<file path="src/rtl/dac_sample_feeder.sv">
// dac_sample_feeder: buffers upstream samples in a small FIFO and hands one
// to the DAC core on each val_req pulse. A FILL/RUN state machine holds off
// playback until the FIFO has prefilled; an empty-FIFO request in RUN is an
// underrun that holds the last value, is counted and returns to FILL.
module dac_sample_feeder #(
    parameter int unsigned         DAC_BITS    = 14,
    parameter int unsigned         DEPTH_LOG2  = 4,
    parameter int unsigned         START_LEVEL = 8,
    parameter logic [DAC_BITS-1:0] IDLE_VAL    = 14'h2000
) (
    input  logic                  clk,
    input  logic                  rstn,
    input  logic                  s_valid,
    output logic                  s_ready,
    input  logic [DAC_BITS-1:0]   s_data,
    input  logic                  val_req,
    output logic [DAC_BITS-1:0]   dac_val,
    output logic                  running,
    output logic [DEPTH_LOG2:0]   level,
    output logic                  underrun,
    output logic [15:0]           underrun_cnt,
    input  logic                  cnt_clr
);

    localparam int unsigned         DEPTH     = 2 ** DEPTH_LOG2;
    localparam logic [DEPTH_LOG2:0] FULL_LVL  = (DEPTH_LOG2 + 1)'(DEPTH);
    localparam logic [DEPTH_LOG2:0] START_LVL = (DEPTH_LOG2 + 1)'(START_LEVEL);

    typedef enum logic {
        FILL = 1'b0,
        RUN  = 1'b1
    } state_t;

    state_t                  state_q;
    logic [DAC_BITS-1:0]     mem_q [DEPTH];
    logic [DEPTH_LOG2-1:0]   wr_ptr_q, wr_ptr_d;
    logic [DEPTH_LOG2-1:0]   rd_ptr_q, rd_ptr_d;
    logic [DEPTH_LOG2:0]     level_q, level_d;
    logic [DAC_BITS-1:0]     dac_val_q;
    logic                    underrun_q;
    logic [15:0]             cnt_q, cnt_d;

    logic                    s_ready_c;
    logic                    push;
    logic                    req_run;
    logic                    pop;
    logic                    urun;

    // Handshake decode, pointer/level/counter next-state.
    // Pop and underrun are judged on the pre-edge level, so a push landing on
    // an empty FIFO in the same cycle as a request is still an underrun.
    always_comb begin
        s_ready_c = (level_q != FULL_LVL);
        push      = s_valid && s_ready_c;
        req_run   = (state_q == RUN) && val_req;
        pop       = req_run && (level_q != '0);
        urun      = req_run && (level_q == '0);

        wr_ptr_d  = wr_ptr_q;
        if (push) begin
            wr_ptr_d = wr_ptr_q + 1'b1;
        end

        rd_ptr_d  = rd_ptr_q;
        if (pop) begin
            rd_ptr_d = rd_ptr_q + 1'b1;
        end

        level_d   = level_q;
        if (push && !pop) begin
            level_d = level_q + 1'b1;
        end else if (pop && !push) begin
            level_d = level_q - 1'b1;
        end

        cnt_d     = cnt_q;
        if (cnt_clr) begin
            cnt_d = '0;
        end else if (urun && (cnt_q != '1)) begin
            cnt_d = cnt_q + 1'b1;
        end
    end

    // Sample storage; contents need no reset since pointers define validity.
    always_ff @(posedge clk) begin
        if (push) begin
            mem_q[wr_ptr_q] <= s_data;
        end
    end

    // FIFO pointers, occupancy and underrun counter.
    always_ff @(posedge clk or negedge rstn) begin
        if (!rstn) begin
            wr_ptr_q <= '0;
            rd_ptr_q <= '0;
            level_q  <= '0;
            cnt_q    <= '0;
        end else begin
            wr_ptr_q <= wr_ptr_d;
            rd_ptr_q <= rd_ptr_d;
            level_q  <= level_d;
            cnt_q    <= cnt_d;
        end
    end

    // FILL/RUN state machine with registered sample and underrun pulse.
    always_ff @(posedge clk or negedge rstn) begin
        if (!rstn) begin
            state_q    <= FILL;
            dac_val_q  <= IDLE_VAL;
            underrun_q <= 1'b0;
        end else begin
            underrun_q <= 1'b0;
            case (state_q)
                FILL: begin
                    if (level_q >= START_LVL) begin
                        state_q <= RUN;
                    end
                end
                RUN: begin
                    if (pop) begin
                        dac_val_q <= mem_q[rd_ptr_q];
                    end else if (urun) begin
                        underrun_q <= 1'b1;
                        state_q    <= FILL;
                    end
                end
                default: state_q <= FILL;
            endcase
        end
    end

    assign s_ready      = s_ready_c;
    assign dac_val      = dac_val_q;
    assign running      = (state_q == RUN);
    assign level        = level_q;
    assign underrun     = underrun_q;
    assign underrun_cnt = cnt_q;

endmodule

</file>
<file path="config.mk">
export PLATFORM = sky130hd
export DESIGN_NAME = dac_sample_feeder
export DESIGN_NICKNAME = d
export VERILOG_FILES = /design/src/rtl/dac_sample_feeder.sv
export SDC_FILE = /design/constraint.sdc
export NUM_CORES = 1
export LEC_CHECK = 0
export ABC_CLOCK_PERIOD_IN_PS = 2800
export BUFFER_PORTS_ARGS = -buffer_cell sky130_fd_sc_hd__buf_2
export CORE_ASPECT_RATIO = 1.4
export CORE_MARGIN = 2
export CORE_UTILIZATION = 55
export CTS_CLUSTER_DIAMETER = 60
export DETAILED_ROUTE_END_ITERATION = 8
export PLACE_DENSITY = 0.76
export SLEW_MARGIN = 20
export SYNTH_ARGS = -nofsm -noshare
export SYNTH_HDL_FRONTEND = slang
export SYNTH_SLANG_ARGS = --single-unit
</file>
<file path="constraint.sdc">
create_clock -name clk -period 2.8 [get_ports clk]
set_input_delay 0.28 -clock clk [delete_from_list [all_inputs] [get_ports clk]]
set_output_delay 0.28 -clock clk [all_outputs]
set_load 0.1 [all_outputs]
</file>
# After elaboration in Yosys (flattened, before gate mapping)
# Memory sizes are Yosys's and may differ from the RTL's. A register that Yosys moved wholly into a read port is not among the register bits.
# Cells that the tools add are included.
[word_totals]
mem_count = 1
register_bits = 31
ramBits = 224
elab_cells = 44
in_bits = 19
output_inout_bits = 38
[op_classes]
n_mux = 13
n_lt_le_gt_ge = 1
eq_ne = 2
add_sub_neg = 5
n_bitwise = 1
reduce_logical = 15
[mem_list]
columns = ["memory", "words", "width", "read_ports", "rd_clocked_by_memory_dff", "wr", "line", "rtl"]
rows = [
  ["mem_q", 16, 14, 1, 1, 1, "35", "logic [DAC_BITS-1:0] mem_q [DEPTH];"],
]
[ops]
columns = ["op", "n"]
rows = [
  ["$mux W16", 2],
  ["$add A16 B1 Y16 const B", 1],
  ["$ne A16 B16 Y1 const B", 1],
  ["$mux W5", 2],
  ["$add A4 B1 Y4 const B", 2],
  ["$mux W1", 8],
  ["$logic_and A1 B1 Y1", 7],
  ["$add A5 B1 Y5 const B", 1],
  ["$ge A5 B4 Y1 const B", 1],
  ["$logic_not A5 Y1", 1],
  ["$ne A5 B5 Y1 const B", 1],
  ["$reduce_bool A5 Y1", 1],
  ["$sub A5 B1 Y5 const B", 1],
  ["$reduce_bool A2 Y1", 2],
  ["$logic_not A1 Y1", 3],
  ["$pmux W1 S2", 1],
  ["$reduce_and A2 Y1", 1],
  ["$not A1 Y1", 1],
]

# Longest topological paths before layout
# Gate-level depths: netlist of the first run.
[logic_depth]
ltp_word = 6
ltp_mapped = 13
ltp_nobuf = 11

# Least setup slack after synthesis of the first run
# OpenSTA, ideal clock, no wires.
[synth_timing]
kind = "register to register"
startpoint = "reg level_q[1], in the netlist level[1]"
endpoint = "mem mem_q[3][0] (enable)"
path_stages_with_launch = 7
required_ps = 2397
period_less_slack_ps = 3896
arrival_time_ps = 3494
path_buffers = 1
setup_time_ps = 403
setup_slack_ps = -1096
cell_sequence = "dfrtp_1 -> nor4_1 -> nand2_1 -> and2_1 -> clkbuf_1 -> nand2_1 -> nor3_1"
[synth_between]
elab_chain_cells = 4
[synth_lines]
columns = ["item", "line", "rtl"]
rows = [
  ["start, declared", "38", "logic [DEPTH_LOG2:0] level_q, level_d;"],
  ["start signal, assigned", "101", "level_q <= level_d;"],
  ["$ne A5 B5 Y1", "53", "s_ready_c = (level_q != FULL_LVL);"],
  ["named net s_ready", "14", "output logic s_ready,"],
  ["$logic_and A1 B1 Y1", "54", "push = s_valid && s_ready_c;"],
  ["named net push", "44", "logic push;"],
  ["$mux W1", "86", "if (push) begin"],
  ["$mux W1 (not written as such)", "87", "mem_q[wr_ptr_q] <= s_data;"],
  ["end, declared", "35", ""],
]
# The timed path passes the listed nets, and every way through them passes these cells.

# Worst setup path in the final report of the first run
[layout_timing]
startpoint = "reg level_q[0], in the netlist level[0]"
endpoint = "reg level_q[4], in the netlist level[4]"
[layout_between]
elab_chain_cells = 5
elab_cells_between_ends = 13
cone_classes = "2 x add/sub; 1 x eq/ne; 2 x mux; 8 x reduce/logical"
[layout_lines]
columns = ["item"]
rows = [
  ["branches (longest 5 deep; another with $sub A5 B1 Y5)"],
]
# Parallel ways; which one is timed is not known. The select of a mux whose other input is x is not followed.
# A chain may end at the register's enable or synchronous reset.

==> summary.md, run 1 <==
| Metric | Value |
|---|---|
| Number of synthesized flops with an enable pin | `approximately 220` |
| Setup CP Type | `flip-flop to flip-flop` |
| Post-synth top area cell | `edfxtp_1` |
| Antenna diodes | `0` |
| CP Depth | `11` |
| Syn_area_per_cell | `between 15 and 20 um^2` |
| Initial Util | `55.66%` |
| Final WS setup | `around 0.16 ns` |
| Max-slew violation count | `0` |
| Clock Sinks | `~270` |
| Worst slew margin | `44.68%` |
| Initial antenna violation count | `0` |
| Slowest CP cell | `or4_1` |
| Pre-CTS setup slack | `approximately 0.19 ns` |
| Core area | `around 0.019 mm^2` |
| Post-route ant nets | `0` |
| Die Y | `168.7 um` |
| Top post-synthesis cells by count | `224 x edfxtp_1, 56 x mux4_2, 46 x nand2_1` |
| Number of DRC markers after the initial detailed-route iteration | `388` |
| Largest net degree at the start of global routing | `59` |
| Synth top area share | `63.13%` |
| Fmax | `378.2 MHz` |
| Buffer depth of the longest clock path | `3` |
| Dpl cells | `approximately 880` |
| Clock power share | `between 20 and 30%` |
| Top cells by area, synth | `edfxtp_1 63%, mux4_2 12%, dfrtp_1 10%` |
| Most used cell, CP | `ha_4` |
| # IOs | `between 50 and 60` |
| Syn nets | `613` |
| Synth-to-Final Area Change | `15.54%` |
| Nets | `approximately 690` |
| Chip width | `roughly 120 um` |
| Ys async rst share | `about 17%` |
| Remaining Overflow, GRT | `0` |
| Yosys warnings | `0` |
| Reg power frac | `a little over 40%` |
| Via density | `6.077` |
| Reg clk slew, reported paths | `~0.07 ns` |
| RSZ-0062 raised after global routing | `false` |
| Final wirelength | `~21000 um` |
| Area of all placed cells without fillers | `0.01231 mm^2` |
| Psw | `4549 uW` |
| Period utilisation layout | `94.43%` |
| CP peak stage delay | `about 0.55 ns` |
| Clk root buf | `clkbuf_16` |
| Worst reg2reg startpoint | `level[0]` |
| CP bufs+invs | `2` |
| Average wire per standard cell | `approximately 23 um` |
| CP Cell Sequence | `or4_1 -> nor2_1 -> nor2_2 -> inv_1 -> ha_4 -> inv_4 -> ha_4 -> a21o_1 -> a21oi_2 -> mux2i_1 -> xnor2_1` |
| Worst hold path class | `primary input to flip-flop` |
| Resize count post-CTS | `0` |
| R2R Path End | `level[4]` |
| Sw Ratio | `between 30% and 40%` |
| Post-synthesis sequential area ratio | `between 70% and 80%` |
| Cell family with the largest share of critical-path delay | `simple AND/OR/NAND/NOR gates` |
| GP Congestion | `~0.83` |
| Final Skew | `~0.0083 ns` |
| Cts bufs inserted | `24` |
| Worst EP required | `approximately 3.2 ns` |
| Clk_lat worst skew | `about 0.52 ns` |
| DRC Markers | `0` |
| Status | `finished clean` |
| Final setup violation count | `0` |
| Tot Pwr | `13140 uW` |
| CP endpoint kind | `flip-flop` |
| Post-synth cell types | `38` |
| Cells after Synth | `between 500 and 600` |
| Maximum vdd drop | `just under 0.5 mV` |
| DRT Pass-1 Iters | `4` |
| Vias in the first global route | `between 5k and 6k` |
| CP Max Fanout | `6` |
| Main flop type after synthesis | `edfxtp_1` |
| Hold slack | `about 0.13 ns` |
| Final min period | `roughly 2.6 ns` |
| Total track usage | `21.75%` |
| IO Port Bufs | `56` |
| Global-route wire length before repair | `between 30000 and 40000 um` |
| Hold Startpoint | `cnt_clr` |
| Synthesized area | `0.01066 mm^2` |
| Worst-margin pin slew | `between 0.8 and 0.9 ns` |
| Total Die Area | `about 0.021 mm^2` |
| Vias | `around 5.6k` |
| Endpoints failing hold | `0` |
| CTS tree | `yes` |
| Most frequent cell after synthesis | `edfxtp_1` |
| Placed cell area | `between 0.01 and 0.015 mm^2` |
| FF-to-FF path depth | `11` |
| Combinational power share | `about a third` |
| CP startpoint kind | `flip-flop` |
| Non-Filler Instances | `approximately 900` |
| Yosys reg bits | `between 200 and 300` |
| Share of layout cells above drive strength 1 | `29.65%` |
| Hold path depth | `2` |
| Detailed-placement wirelength estimate | `13170 um` |
| Max cap viols | `0` |
| Rows | `60` |
| R2r setup slk | `approximately 0.16 ns` |
| Leakage | `0.004290 uW` |
| WP data arrival | `3.09 ns` |
| PwrDens | `between 1000 and 1500 mW/mm^2` |
| CTS HTree Levels | `1` |
| P_int | `between 8000 and 9000 uW` |
| Hold EP | `underrun_cnt[7]` |
==> sequential cells by signal, indices dropped and copies added, names as in the netlist <==
signal	flops
mem_q	224
underrun_cnt	16
dac_val	14
level	5
rd_ptr_q	4
wr_ptr_q	4
running	1
underrun	1
==> through the flow <==
| step | util, % | TNS [ns] |
|---|---|---|
| after floorplan | - | -0.4598 |
| final | 64.31 | 0 |
| after global routing | 64.31 | 0 |
| after CTS | 64.31 | 0 |
| after global placement | 59.73 | 0 |
| after detailed placement | 59.73 | 0 |
==> worst max path at each step <==
stage / startpoint / end / slack (ns)
2_1_floorplan: level[0] / level[4] / -0.07
3_3_place_gp: level[0] / level[4] / 0.29
3_5_place_dp: level[0] / level[4] / 0.19
4_1_cts: level[0] / level[4] / 0.17
5_1_grt: level[0] / level[4] / 0.03
6_report: level[0] / level[4] / 0.16
==> routing by layer <==
metal	part of all wire (%)	GRT usage [%]	up-vias
met5	0	0	-
met4	2.9	7.996	0
met3	6.1	2.662	42
met2	54	38.08	240
met1	37	28.04	2897
li1	-	-	2448
==> layout make-up <==
cell class              count  area (um^2)
fillers                  1270         6833
clock inverters            10        147.6
clock buffers              34        719.4
inverters                   9        36.28
multi-input cells         274         2711
flip-flops and latches    269         7870
well taps                 248        310.3
repair buffers             82        515.5
==> cell families after synthesis <==
kind of cell	count (synthesis)	share of synthesized area (%)
AO/OA/AOI/OAI	41	2.466
flip-flops	269	73.71
adder cells (fa/ha/maj)	12	1.480
XOR/XNOR	23	1.891
AND/OR/NAND/NOR	126	5.496
multiplexers	72	13.35
buffers and inverters	39	1.609
==> what timing repair did <==
| action | in CTS | in global routing |
|---|---|---|
| endpoints found under the hold margin | 31 | 0 |
| buffers inserted | 0 | 0 |
| hold buffers | 1 | 0 |
==> cells in the final DEF (no fill, tap or decap), drive strengths merged <==
| cell type | n |
|---|---|
| ha | 11 |
| nand4 | 6 |
| dlygate4sd3 | 1 |
| nand3 | 8 |
| and3 | 1 |
| mux4 | 56 |
| dfstp | 1 |
| nor4 | 9 |
| nor3b | 1 |
| or4 | 1 |
| a21o | 2 |
| or2 | 1 |
| clkinv | 6 |
| mux2 | 1 |
| a21oi | 6 |
| o21ai | 18 |
| nor3 | 9 |
| nand2b | 3 |
| dfrtp | 44 |
| nor2 | 34 |
| buf | 81 |
| a211oi | 1 |
| or3 | 1 |
| inv | 9 |
| bufinv | 4 |
| and4 | 3 |
| o221ai | 13 |
| nand2 | 46 |
| edfxtp | 224 |
| nor4b | 1 |
| a31oi | 1 |
| and2 | 2 |
| xor2 | 1 |
| clkbuf | 34 |
| xnor2 | 22 |
| fa | 1 |
| mux2i | 15 |
==> power groups by stage <==
stage | combinational (uW) | clock, uW | sequential, uW
after floorplan | 2390 | 0 | 6250
after CTS | 4360 | 3580 | 5310
final | 4300 | 3530 | 5310
after detailed placement | 4340 | 0 | 5380
after global routing | 4610 | 3720 | 5370
after global placement | 4220 | 0 | 5330
(Power assumes the default switching activity.)
==> run 2, diff against run 1 <==
--- a/config.mk
+++ b/config.mk
@@ -9,10 +9,11 @@
 export BUFFER_PORTS_ARGS = -buffer_cell sky130_fd_sc_hd__buf_2
 export CORE_ASPECT_RATIO = 1.4
 export CORE_MARGIN = 2
-export CORE_UTILIZATION = 55
+export CORE_UTILIZATION = 57
+export CTS_BUF_LIST = sky130_fd_sc_hd__clkbuf_2 sky130_fd_sc_hd__clkbuf_4 sky130_fd_sc_hd__clkbuf_8
 export CTS_CLUSTER_DIAMETER = 60
 export DETAILED_ROUTE_END_ITERATION = 8
-export PLACE_DENSITY = 0.76
+export PLACE_DENSITY = 0.78
 export SLEW_MARGIN = 20
 export SYNTH_ARGS = -nofsm -noshare
 export SYNTH_HDL_FRONTEND = slang
==> run 2 against run 1 <==
Net effect:
- sequential power about the same
- via count decreased by 0.53%
- first-iteration DRC count increased by 8.0%
- core utilization increased by 1.6 points
- sequential share of layout area increased by 0.76 points
- worst setup slack improved by 0.073 ns
- total power decreased by 4.5%
- final cell count increased by 2.1%
- routed wire length decreased by 3.7%
==> summary.md, run 2 (synthesis gave the netlist of run 1 again) <==
| Metric | Value |
|---|---|
| Top reg by flops | `mem_q` |
| DRC Markers | `0` |
| PwrDens | `approximately 1000 mW/mm^2` |
| Final Skew | `approximately 0.024 ns` |
| Cts bufs inserted | `39` |
| Share of layout cells above drive strength 1 | `between 30% and 40%` |
| Clock power share | `approximately a quarter` |
| Clock Sinks | `269` |
| Via density | `5.923` |
| Leakage | `around 0.0042 uW` |
| Setup CP Type | `flip-flop to flip-flop` |
| Worst slew margin | `between 40% and 50%` |
| Number of DRC markers after the initial detailed-route iteration | `~420` |
| P_int | `8040 uW` |
| Sw Ratio | `between 30 and 40%` |
| CP startpoint kind | `flip-flop` |
| Dpl cells | `876` |
| Most used cell, CP | `ha_4` |
| Worst hold path class | `primary input to flip-flop` |
| Total Die Area | `roughly 0.020 mm^2` |
| Final setup violation count | `0` |
| Die Y | `165.8 um` |
| Area of all placed cells without fillers | `about 0.012 mm^2` |
| Max cap viols | `0` |
| CP bufs+invs | `2` |
| FF+latch area | `a little under 0.008 mm^2` |
| R2r setup slk | `~0.23 ns` |
| Placed cell area | `about 0.011 mm^2` |
| Antenna diodes | `0` |
| Maximum vdd drop | `0.5633 mV` |
| CP peak stage delay | `0.55 ns` |
| Worst EP required | `between 3 and 4 ns` |
| Chip width | `roughly 120 um` |
| Clk_lat worst skew | `roughly 0.53 ns` |
| Combinational power share | `~34%` |
| WP data arrival | `approximately 3 ns` |
| CTS tree | `yes` |
| IO Port Bufs | `56` |
| Final core utilization | `65.93%` |
| Synth-to-Final Area Change | `14.19%` |
| Post-route ant nets | `0` |
| Reg power frac | `a little over two fifths` |
| # IOs | `57` |
| RSZ-0062 raised after global routing | `false` |
| Total track usage | `a little over a fifth` |
| Commonest non-fill, non-tap cell in the layout | `edfxtp_1` |
| Final min period | `between 2 and 3 ns` |
| Rows | `slightly below 60` |
| CP endpoint kind | `flip-flop` |
| Vias in the first global route | `between 5k and 6k` |
| Psw | `between 4000 and 5000 uW` |
| Global-route wire length before repair | `around 33000 um` |
| Max-slew violation count | `0` |
| Core area | `0.01846 mm^2` |
| Most frequent cells in the layout | `224 x edfxtp_1, 56 x mux4_2, 56 x buf_2` |
| Tot Pwr | `12550 uW` |
| CP Cell Sequence | `or4_1 -> nor2_1 -> nor2_2 -> inv_1 -> ha_4 -> inv_4 -> ha_4 -> a21o_1 -> a21oi_2 -> mux2i_1 -> xnor2_1` |
| GP Congestion | `0.8646` |
| Post-CTS setup buffer count | `0` |
| Max FFs per register | `between 200 and 250` |
| Final wirelength | `between 20000 and 25000 um` |
| Clk root buf | `clkbuf_8` |
| DRT Pass-1 Iters | `4` |
| Period utilisation layout | `between 90 and 100%` |
| Largest net degree at the start of global routing | `59` |
| Fillcell total | `1256` |
| Average wire per standard cell | `about 22 um` |
| Status | `finished clean` |
| Reg clk slew, reported paths | `around 0.060 ns` |
| Worst-margin pin slew | `0.8722 ns` |
| Initial Util | `between 50 and 60%` |
| Initial antenna violation count | `0` |
| Endpoints failing hold | `0` |
| CP Max Fanout | `6` |
| Fmax | `roughly 390 MHz` |
| Remaining Overflow, GRT | `0` |
| Buffer depth of the longest clock path | `3` |
| Non-Filler Instances | `between 900 and 1k` |
| Detailed-placement wirelength estimate | `roughly 13000 um` |
| CTS HTree Levels | `2` |
| Cell family with the largest share of critical-path delay | `simple AND/OR/NAND/NOR gates` |
| Nets | `just over 700` |
| Vias | `around 5.6k` |
| Slowest CP cell | `or4_1` |
| Area of the multi-input gates | `0.002711 mm^2` |
## run 2: changes by cell type in the layout (fill, tap and decap cells not counted), moves of 3 or more
| cell | previous run | this run |
|---|---|---|
| bufinv_16 | 4 | 1 |
| clkbuf_1 | 3 | 0 |
| clkbuf_16 | 25 | 0 |
| clkbuf_4 | 0 | 11 |
| clkbuf_8 | 6 | 41 |
| clkinv_1 | 2 | 8 |
## run 2: final timing paths
kind	start	endpoint	cells after the start
max	level[0]	level[4]	11
min	cnt_clr	underrun_cnt[0]	2
max reg2reg	level[0]	level[4]	11
min reg2reg	dac_val[5]	dac_val[5]	2
max in group asynchronous	rstn	dac_val[13]	3
min in group asynchronous	rstn	wr_ptr_q[0]	2
## run 2: stage by stage
step | TNS, ns | worst slack [ns] | hold WS [ns]
2_1_floorplan | -0.4598 | -0.07100 | -0.01559
3_3_place_gp | 0 | 0.2652 | 0.3993
3_5_place_dp | 0 | 0.2356 | 0.4030
4_1_cts | 0 | 0.2196 | 0.08788
5_1_grt | 0 | 0.09728 | 0.1070
6_report | 0 | 0.2288 | 0.1203
## run 2: metal layers
metal	vias to the layer above	routed length [um]	global-route usage, %
li1	2477	-	-
met1	2850	7657	27.11
met2	228	10980	37.91
met3	42	1312	3.640
met4	0	548	8.747
met5	-	0	0
## run 2: timing repair
| action | in CTS | in global routing |
|---|---|---|
| hold buffers | 1 | 0 |
| gates resized for setup | 0 | 0 |
| hold endpoints to repair | 34 | 0 |
## run 2: power by group through the flow
stage          clock network, uW  logic, uW  registers [uW]
2_1_floorplan                  0       2390            6250
3_3_place_gp                   0       4210            5330
3_5_place_dp                   0       4330            5380
4_1_cts                     3040       4340            5300
5_1_grt                     3220       4590            5350
6_report                    2970       4280            5290
## run 2: cell type report
class	count	share of cell area, %
timing repair buffer	81	4.072
multi-input combinational	274	22.29
tap	244	2.509
clock inverter	16	0.8330
clock buffer	52	5.317
inverter	9	0.2982
sequential	269	64.69
## run 2: worst reg2reg max path: cells and delay by family (launching register included)
| kind | cells | cell delay (ns) |
|---|---|---|
| adders and majority gates | 2 | 0.38 |
| muxes | 1 | 0.22 |
| xor gates and xnor gates | 1 | 0.14 |
| buffers and inverters | 2 | 0.16 |
| and+or+nand+nor | 3 | 0.77 |
| AOI/OAI and AO/OA | 2 | 0.31 |
| DFF | 1 | 0.52 |
